===== src/rtl/fifo_pkg.sv =====
// Shared types and default sizing for the FIFO drain path.
package fifo_pkg;

    typedef enum logic {
        IDLE,
        SEND
    } ser_state_t;

    localparam int FIFO_WIDTH     = 32;
    localparam int BYTE_WIDTH     = 8;
    localparam int BYTES_PER_WORD = FIFO_WIDTH / BYTE_WIDTH;

    // Number of output beats needed to carry one FIFO word.
    function automatic int bytes_per_word(input int width, input int byte_w);
        return width / byte_w;
    endfunction

endpackage


===== src/rtl/fifo_byte_serializer.sv =====
// Drains a show-ahead FIFO one word at a time and streams each word out
// LSB-byte-first on a valid/ready byte interface, with no bubble between
// consecutive words.
module fifo_byte_serializer
    import fifo_pkg::*;
#(
    parameter int fifo_width = FIFO_WIDTH,
    parameter int byte_width = BYTE_WIDTH
) (
    input  logic                  clk,
    input  logic                  reset,
    input  logic                  enable,
    input  logic                  fifo_empty,
    input  logic [fifo_width-1:0] fifo_data,
    output logic                  pop,
    output logic [byte_width-1:0] out_data,
    output logic                  out_valid,
    input  logic                  out_ready,
    output logic                  out_last,
    output logic [15:0]           byte_count
);

    localparam int N     = bytes_per_word(fifo_width, byte_width);
    localparam int IDX_W = (N > 1) ? $clog2(N) : 1;
    localparam logic [IDX_W-1:0] LAST_IDX = IDX_W'(N - 1);

    // A word must split into a whole number of output beats.
    generate
        if (fifo_width % byte_width != 0) begin : g_bad_width
            $error("fifo_width must be an integer multiple of byte_width");
        end
    endgenerate

    ser_state_t            state, state_next;
    logic [fifo_width-1:0] shreg, shreg_next;
    logic [IDX_W-1:0]      byte_idx, byte_idx_next;
    logic                  can_pop;
    logic                  handshake;

    assign can_pop   = enable & ~fifo_empty & ~reset;
    assign handshake = out_valid & out_ready;

    // Next-state, datapath and output decode; the final beat of a word may
    // reload the shift register directly so the stream never idles.
    always_comb begin
        state_next    = state;
        shreg_next    = shreg;
        byte_idx_next = byte_idx;
        pop           = 1'b0;
        out_valid     = 1'b0;
        out_data      = '0;
        out_last      = 1'b0;
        case (state)
            IDLE: begin
                pop = can_pop;
                if (can_pop) begin
                    shreg_next    = fifo_data;
                    byte_idx_next = '0;
                    state_next    = SEND;
                end
            end
            SEND: begin
                out_valid = 1'b1;
                out_data  = shreg[byte_width-1:0];
                out_last  = (byte_idx == LAST_IDX);
                if (out_ready) begin
                    if (byte_idx != LAST_IDX) begin
                        shreg_next    = shreg >> byte_width;
                        byte_idx_next = byte_idx + 1'b1;
                    end else if (can_pop) begin
                        pop           = 1'b1;
                        shreg_next    = fifo_data;
                        byte_idx_next = '0;
                    end else begin
                        state_next = IDLE;
                    end
                end
            end
            default: state_next = IDLE;
        endcase
    end

    // State, shift register and byte index registers.
    always_ff @(posedge clk) begin
        if (reset) begin
            state    <= IDLE;
            shreg    <= '0;
            byte_idx <= '0;
        end else begin
            state    <= state_next;
            shreg    <= shreg_next;
            byte_idx <= byte_idx_next;
        end
    end

    // Free-running count of accepted bytes; wraps naturally at 16 bits.
    always_ff @(posedge clk) begin
        if (reset) begin
            byte_count <= '0;
        end else if (handshake) begin
            byte_count <= byte_count + 16'd1;
        end
    end

endmodule

===== config.mk =====
export PLATFORM = sky130hd
export DESIGN_NAME = fifo_byte_serializer
export DESIGN_NICKNAME = d
export VERILOG_FILES = /design/src/rtl/fifo_pkg.sv /design/src/rtl/fifo_byte_serializer.sv
export SDC_FILE = /design/constraint.sdc
export NUM_CORES = 1
export LEC_CHECK = 0
export CAP_MARGIN = 20
export CORE_MARGIN = 4
export CORE_UTILIZATION = 40
export DETAILED_ROUTE_END_ITERATION = 6
export HOLD_SLACK_MARGIN = 0.06
export PLACE_DENSITY = 0.71
export SLEW_MARGIN = 0
export SYNTH_ARGS = -nofsm -noshare
export SYNTH_HDL_FRONTEND = slang
export SYNTH_SLANG_ARGS = --single-unit

===== constraint.sdc =====
create_clock -name clk -period 1.4 [get_ports clk]
set_input_delay 0.14 -clock clk [delete_from_list [all_inputs] [get_ports clk]]
set_output_delay 0.14 -clock clk [all_outputs]
set_load 0.02 [all_outputs]

==> reports/results.txt <==
status: finished with violations
# port buffers: 63
final instance area: 3380 um^2
crit-path cells: clkdlybuf4s50_1 -> nand4_1 -> buf_4 -> nor3_4 -> a311oi_1 -> a41o_1
Reg clk slew, reported paths: 0.09 ns
area leader, netlist: dfxtp_1
delay-heaviest family, CP: buffers and inverters
gpl congestion: 0.781
first-pass iteration count of the detailed router: 4
Final Hold Viols: 0
worst hold-check path type: input port to flop
crit path max fanout: 6
Fin Clk Skew: 0.00950 ns
top post-synthesis cells by area: dfxtp_1, o221a_1, nor2_1, nor3_1, xnor2_1
top-count cell post-synth: dfxtp_1
violated checks: setup timing
# nets final: 380
async set-reset flop share out of synthesis: 0%
Core Region: 5570 um^2
critical path endpoint category: flop
Max VDD drop: 0.477 mV
Crit-path slowest cell: clkdlybuf4s50_1
Root Buffer: clkbuf_8
via count: 2124
final worst slack: -0.00386 ns
via density per instance: 5.13
Max stage delay on crit path: 0.57 ns
Peak Freq: 0.712 GHz
post-synth top area share: 43.7%
GRT Overall Usage: 16.0%
iteration-0 DRC count of the detailed router: 134
top post-synthesis cells by count: dfxtp_1, nor2_1, nor3_1
Synth Register Bits: 51
Mapped Cells: 261
Power Density: 905 nW/um^2
largest net degree at the start of global routing: 51
Finish-stage setup viols: 1
syn_area_per_cell: 8.95 um^2
Cell Count, Final, Fillers Out: 414
CP bufs+invs: 2
antenna-violating nets left: 0
DR WL/cell: 14.4 um
layout cell share with drive strength beyond 1: 25.7%
post-detail-place hpwl: 4040 um
Post-CTS Hold Buffers: 0
cell area after synthesis: 2340 um^2
Arrival @ worst endpoint: 1.60 ns
row cnt: 27
Slew HR: 66.8%
CTS tree: done
die area: 7130 um^2
Post-synth EDFFs: 0
clock latency at the later pin of the worst-skew pair: 0.30 ns
Ports: 64
Ys Warns: 0
CP Class: input port to flop
clk sinks: 51
DRC errors left: 0
placed inst area: 3130 um^2
Worst Max-Slew Pin Slew: 0.497 ns
vias in the first global route: 2040
max-slew violation count: 0
sequential area share after synthesis: 43.7%
TritonCTS Buffers: 5
wire length of the first global-routing pass: 9520 um
initial antenna violation count: 0
# Max-Cap Violations: 0
Syn Nets: 300
Die Wd: 84.4 um
ANT cells: 0
Critical Path RT: 1.60 ns
Max Root-Sink Buffers: 2
leakage power: 1.40 nW
fin crit period: 1.40 ns
Initial Util: 41.9%
setup repair after global routing missed its margin: yes
Startpoint Class: input port
Tcrit/Tclk final: 100%
chip height: 84.4 um
Synth cell types: 36
DRT Wirelength: 5970 um
DP Cell Count: 400
H-tree levels: 2
Most used DFF post-synth: dfxtp_1
Place WS: -0.398 ns
area grow syn2layout: 44.4%
total gr overflow: 0
Filler cells: 498
registers in the layout, indices dropped and copies added (netlist names):
name / cells
shreg: 32
byte_count: 16
byte_idx: 2
state: 1
layout by cell type (no fill, tap or decap), types with 8 or more instances in the layout:
| master | synthesis | layout |
|---|---|---|
| a21oi_1 | 9 | 9 |
| and2_1 | 10 | 9 |
| buf_4 | 0 | 21 |
| clkdlybuf4s50_1 | 0 | 35 |
| dfxtp_1 | 51 | 42 |
| dfxtp_2 | 0 | 8 |
| dlygate4sd2_1 | 0 | 17 |
| nand2_1 | 17 | 16 |
| nand3_1 | 8 | 8 |
| nor2_1 | 48 | 47 |
| nor3_1 | 27 | 19 |
| nor3_2 | 2 | 8 |
| o221a_1 | 19 | 19 |
| xnor2_1 | 12 | 12 |
worst paths after layout:
check	slack, ns	to	cells past startpoint	start
max	-0.004	byte_count[15]	6	out_ready
min reg2reg	0.47	shreg[25]	2	shreg[25]
min	0.33	shreg[24]	5	reset
max reg2reg	0.02	byte_count[15]	5	state
tightest hold or removal path: stages:
cell and delay (ns):
buf_2 0.11, nor3b_4 0.06, buf_6 0.14, nand3_1 0.08
a21oi_1 0.05
power breakdown:
part	total (W)	switching, W	internal (W)
Combinational	0.000426	0.000186	0.000240
Sequential	0.00158	0.0000536	0.00153
Clock	0.00105	0.000503	0.000542
layout make-up:
type,count,area [um^2],area share (%)
clock buffers,5,68.8,2.04
clock inverters,3,47.5,1.41
inverters,7,26.3,0.778
multi-input cells,188,1310,38.8
flip-flops and latches,51,1030,30.7
well taps,72,90.1,2.67
repair buffers,88,800,23.7
cells by family (layout without fill, tap and decap cells):
| kind of cell | count (synthesis) | after routing | synth area share [%] |
|---|---|---|---|
| adders and majority gates | 2 | 2 | 1.07 |
| muxes | 1 | 1 | 0.482 |
| buffers and inverters | 24 | 103 | 5.84 |
| and+or+nand+nor | 129 | 129 | 27.6 |
| xor gates and xnor gates | 12 | 12 | 4.50 |
| DFF | 51 | 51 | 43.7 |
| AOI/OAI and AO/OA | 42 | 44 | 16.8 |
per-layer routing:
metal | wire length [um] | track usage [%]
met5 | 0 | 0
met4 | 44 | 3.45
met3 | 232 | 2.75
met2 | 2980 | 28.0
met1 | 2710 | 20.8
timing repair:
action,4_1_cts,5_1_grt
gates resized for setup,56,29
gates cloned,1,1
pin swaps,3,3
hold endpoints to repair,0,0
setup buffers,1,3
setup endpoints to repair,63,51
stage by stage:
stage / util, % / hold WS, ns / setup TNS (ns) / power (W)
after floorplan: - / 0.285 / -0.00918 / 0.00183
after global placement: 56.2 / 0.450 / -12.71 / 0.00201
after detailed placement: 56.2 / 0.452 / -13.20 / 0.00202
after CTS: 58.8 / 0.347 / -0.00950 / 0.00306
after global routing: 60.6 / 0.330 / -0.168 / 0.00318
final: 60.6 / 0.325 / -0.00386 / 0.00305
Power figures use the tool's default switching activity.
==> patch 1 (same flow settings) <==
Set the package constant `FIFO_WIDTH` to 16 (it was 32).
--- a/src/rtl/fifo_pkg.sv
+++ b/src/rtl/fifo_pkg.sv
@@ -6,7 +6,7 @@
         SEND
     } ser_state_t;
 
-    localparam int FIFO_WIDTH     = 32;
+    localparam int FIFO_WIDTH     = 16;
     localparam int BYTE_WIDTH     = 8;
     localparam int BYTES_PER_WORD = FIFO_WIDTH / BYTE_WIDTH;
 
Ports: changed (resized fifo_data); port bits go from 64 to 48. The function was not compared with the original's and may differ.
==> patch 1 against the original RTL <==
  * The flow still finishes with violations (setup timing)
  * Design area is 26% lower
  * Clock skew is 0.0030 ns lower
  * Wire length is 25% lower
  * Maximum frequency is 2.8% lower
  * Total power is 31% lower
  * Worst setup slack worse by 0.041 ns
  * Critical path depth is 1 lower
  * Area after synthesis is 33% lower
  * Sequential cell count is 17 lower
  * Critical path type is now register to register
==> patch 1: results (changes against the original RTL) <==
failing checks=setup timing; routed wire length on met2=2.26 mm (-24%); CP Max Fanout=10 (+4); Clock Path Buffers=2 (unchanged); GRT Util Overall=17.7% (+1.7 points); first-pass GRT wire length=6.93 mm (-27%); Worst path max stage delay=0.38 ns (-0.19 ns); TNS Setup=-0.0447 ns (-0.0409 ns); Gate Count Post-Synth=175 (-33%); Mapped Nets=197 (-34%); via count=1528 (-28%); Worst-path clk slew=0.07 ns (-0.02 ns); Post-Place Cell Area=0.00226 mm2 (-28%); Largest regs=byte_count: 16 flops, shreg: 16 flops; Peak VDD IR=0.632 mV (+33%); slew margin rel.=74.3% (+7.5 points); DR iter-0 viols=72 (-46%); sequential share of the synthesized area=43.5% (-0.16 points); Setup Viol. Count Final=1 (unchanged); top cells by area, synth=dfxtp_1 44%, nor2_1 7.2%, mux2i_1 5.1%; clock skew=0.00648 ns (-0.00302 ns); final estimated routing congestion in global placement=0.731 (-6.4%); CP top delay family=simple AND/OR/NAND/NOR gates; top cells by count, synth=34 x dfxtp_1, 30 x nor2_1, 10 x nand2_1; routed vias/inst=5.08 (-1.1%); Yosys cell types=38 (+5.6%); Worst path slowest cell=dfxtp_4; Port-buffer cells=47 (-25%); status=finished with violations; vias in the first global route=1424 (-30%); leakage power=0.00108 uW (-23%); ratio of cells with drive above 1 in the final layout=33.6% (+7.9 points); worst slack at placement=-0.538 ns (-0.140 ns); Layout Nets=274 (-28%); met3 WL=173 um (-25%); Filler Cells Inserted=316 (-37%); dpl cells=285 (-29%); final worst setup slack=-0.0447 ns (-0.0409 ns); hpwl dp=2.80 mm (-31%); wire length on met1=1.94 mm (-28%)
==> patch 1: cell types whose count changed in the layout (fill, tap and decap cells not counted), sizes merged, moves of 7 or more <==
| cell | unedited run | this run |
|---|---|---|
| a211oi | 1 | 8 |
| clkdlybuf4s50 | 35 | 16 |
| o221a | 24 | 0 |
| nand2 | 18 | 10 |
| mux2i | 0 | 8 |
| nor2 | 48 | 30 |
| nor3 | 29 | 4 |
| dfxtp | 51 | 34 |
==> patch 1: where the power goes <==
part / switching [uW] / leakage [uW] / internal [uW]
Combinational: 157 / 0.000749 / 176
Sequential: 22.0 / 0.000283 / 1000
Clock: 345 / 0.0000482 / 396
==> patch 1: cells by family (layout without fill, tap and decap cells) <==
group                      after synthesis  after routing  synth area share [%]
and+or+nand+nor                         77             77                  25.7
DFF                                     34             34                  43.5
AOI/OAI and AO/OA                       29             29                  13.5
buffers and inverters                   14             92                  4.48
xor gates and xnor gates                11             11                  6.16
muxes                                    9              9                  5.84
adders and majority gates                1              1                 0.800
==> patch 1: worst paths after layout <==
check | start | end | slack (ns) | depth (start not counted)
setup / recovery | state | byte_count[12] | -0.04 | 5
hold / removal | enable | state | 0.36 | 3
setup reg to reg | state | byte_count[12] | -0.04 | 5
hold reg to reg | byte_count[15] | byte_count[15] | 0.49 | 2
==> patch 1: final cells by class <==
class | instances | area [um2] | area share [%]
multi-input combinational | 127 | 940 | 37.6
clock buffer | 7 | 86.3 | 3.46
tap | 48 | 60.1 | 2.40
timing repair buffer | 79 | 688 | 27.6
inverter | 5 | 18.8 | 0.752
clock inverter | 1 | 5.00 | 0.200
sequential | 34 | 699 | 28.0
==> patch 1: through the flow <==
step                power [uW]  hold WS, ns
detailed placement        1340        0.471
floorplan                 1200        0.301
global placement          1330        0.467
CTS                       2120        0.342
global route              2180        0.361
finish                    2100        0.361
==> patch 1: metal layers <==
metal | track usage [%] | vias up
li1 | - | 766
met1 | 23.3 | 712
met2 | 27.5 | 39
met3 | 5.11 | 11
met4 | 7.10 | 0
met5 | 0 | -
==> patch 1: worst register-to-register path, stage by stage, from the launching register on <==
cell,delay (ns)
dfxtp_4,0.38
buf_6,0.14
nand4_1,0.27
nor4_2,0.31
xnor2_1,0.17
nor2_1,0.05
==> patch 1: what timing repair did <==
item,4_1_cts,5_1_grt
endpoints found under the setup margin,44,33
pin swaps,5,8
buffers inserted,5,3
gates resized for setup,51,32
cloned,1,0
==> patch 2 (same flow settings) <==
Made on the original files. Take the reset off `shreg` and load it in a clocked block of its own.
--- a/src/rtl/fifo_byte_serializer.sv
+++ b/src/rtl/fifo_byte_serializer.sv
@@ -84,13 +84,15 @@
     always_ff @(posedge clk) begin
         if (reset) begin
             state    <= IDLE;
-            shreg    <= '0;
             byte_idx <= '0;
         end else begin
             state    <= state_next;
-            shreg    <= shreg_next;
             byte_idx <= byte_idx_next;
         end
+    end
+
+    always_ff @(posedge clk) begin
+        shreg <= shreg_next;
     end
 
     // Free-running count of accepted bytes; wraps naturally at 16 bits.
Function: same outputs for any inputs over 10 cycles, from zero or initial values and one cycle with reset high; that may be too few to reach the edited logic, so the function may still have changed.
==> patch 2 against the original RTL <==
  * Non-clock buffer count up 6
  * Sequential cell count unchanged
  * Highest routed layer unchanged
  * Area after synthesis up 8.5%
  * Largest power group unchanged
  * Worst setup slack better by 0.024 ns
  * Total power up 21%
  * Wire length up 6.0%
  * Design area up 7.4%
  * Sequential share of layout area up 6.8 points
==> patch 2: results (changes against the original RTL) <==
Mapped Nets=290 (-3.3%); vias in the first global route=2031 (-0.44%); sequential share of the synthesized area=52.9% (+9.2 points); Layout Nets=375 (-1.3%); top cells by count, synth=45 x nand2_1, 32 x edfxtp_1, 29 x o21ai_0; CP top delay family=simple AND/OR/NAND/NOR gates; largest net degree at the start of global routing=29 (-43%); worst slack at placement=-0.684 ns (-0.286 ns); CP Max Fanout=5 (-1); first-pass GRT wire length=9.96 mm (+4.6%); average wire per standard cell=15.4 um (+6.5%); leakage power=0.00163 uW (+16%); routed vias/inst=5.15 (+0.44%); Avg Cell Area, Syn=10.1 um2 (+13%); Worst path max stage delay=0.38 ns (-0.19 ns); ratio of cells with drive above 1 in the final layout=21.4% (-4.4 points); DR iter-0 viols=128 (-4.5%); P_int=2710 uW (+17%); hpwl dp=3.95 mm (-2.3%); final estimated routing congestion in global placement=0.757 (-3.0%); Flop pwr share=57.7% (+5.9 points); Worst path slowest cell=dfxtp_4; Yosys cell types=29 (-19%); GRT Util Overall=16.4% (+0.36 points); status=finished, final reports clean; slew margin rel.=84.0% (+17 points); clock skew=0.00888 ns (-0.000617 ns)
==> patch 2: final cells by class <==
class | instances | area, um2 | area share, %
clock buffers | 5 | 68.8 | 1.90
clock inverters | 3 | 15.0 | 0.414
inverters | 2 | 7.51 | 0.207
multi-input cells | 182 | 1140 | 31.5
flip-flops and latches | 51 | 1360 | 37.4
well taps | 75 | 93.8 | 2.59
repair buffers | 94 | 940 | 25.9
==> patch 2: logic make-up after synthesis <==
group | after synthesis | share of synthesized area (%)
simple gates | 99 | 19.8
buf+inv | 18 | 3.80
xor+xnor | 11 | 3.80
mux | 24 | 9.47
flops | 51 | 52.9
fa+ha+maj | 2 | 0.987
compound gates | 46 | 9.23
==> patch 2: routing by layer <==
metal	share of wire (%)	vias to the layer above	GRT usage, %
met5	0	-	0
met4	1.1	0	4.60
met3	4.9	4	2.82
met2	48	62	26.8
met1	46	998	22.4
li1	-	1059	-
==> patch 2: metrics by stage <==
step / instance area, um2 / power, uW / hold WS [ns]
5_1_grt: 3630 / 3900 / 0.418
3_5_place_dp: 3410 / 2830 / 0.477
4_1_cts: 3610 / 3670 / 0.402
2_1_floorplan: 2560 / 2510 / 0.293
3_3_place_gp: 3410 / 2790 / 0.468
6_report: 3630 / 3690 / 0.403
==> patch 2: final timing paths <==
path	startpoint	to	slack, ns
hold reg to reg	byte_count[1]	byte_count[1]	0.49
hold / removal	reset	byte_count[14]	0.40
setup / recovery	state	pop	0.02
setup reg to reg	byte_idx[1]	shreg[6]	0.03
==> patch 2: timing repair <==
action | 4_1_cts | 5_1_grt
endpoints found under the hold margin | 0 | 0
gates resized for setup | 61 | 18
endpoints found under the setup margin | 75 | 46
gates cloned | 3 | 2
pin swaps | 3 | 2
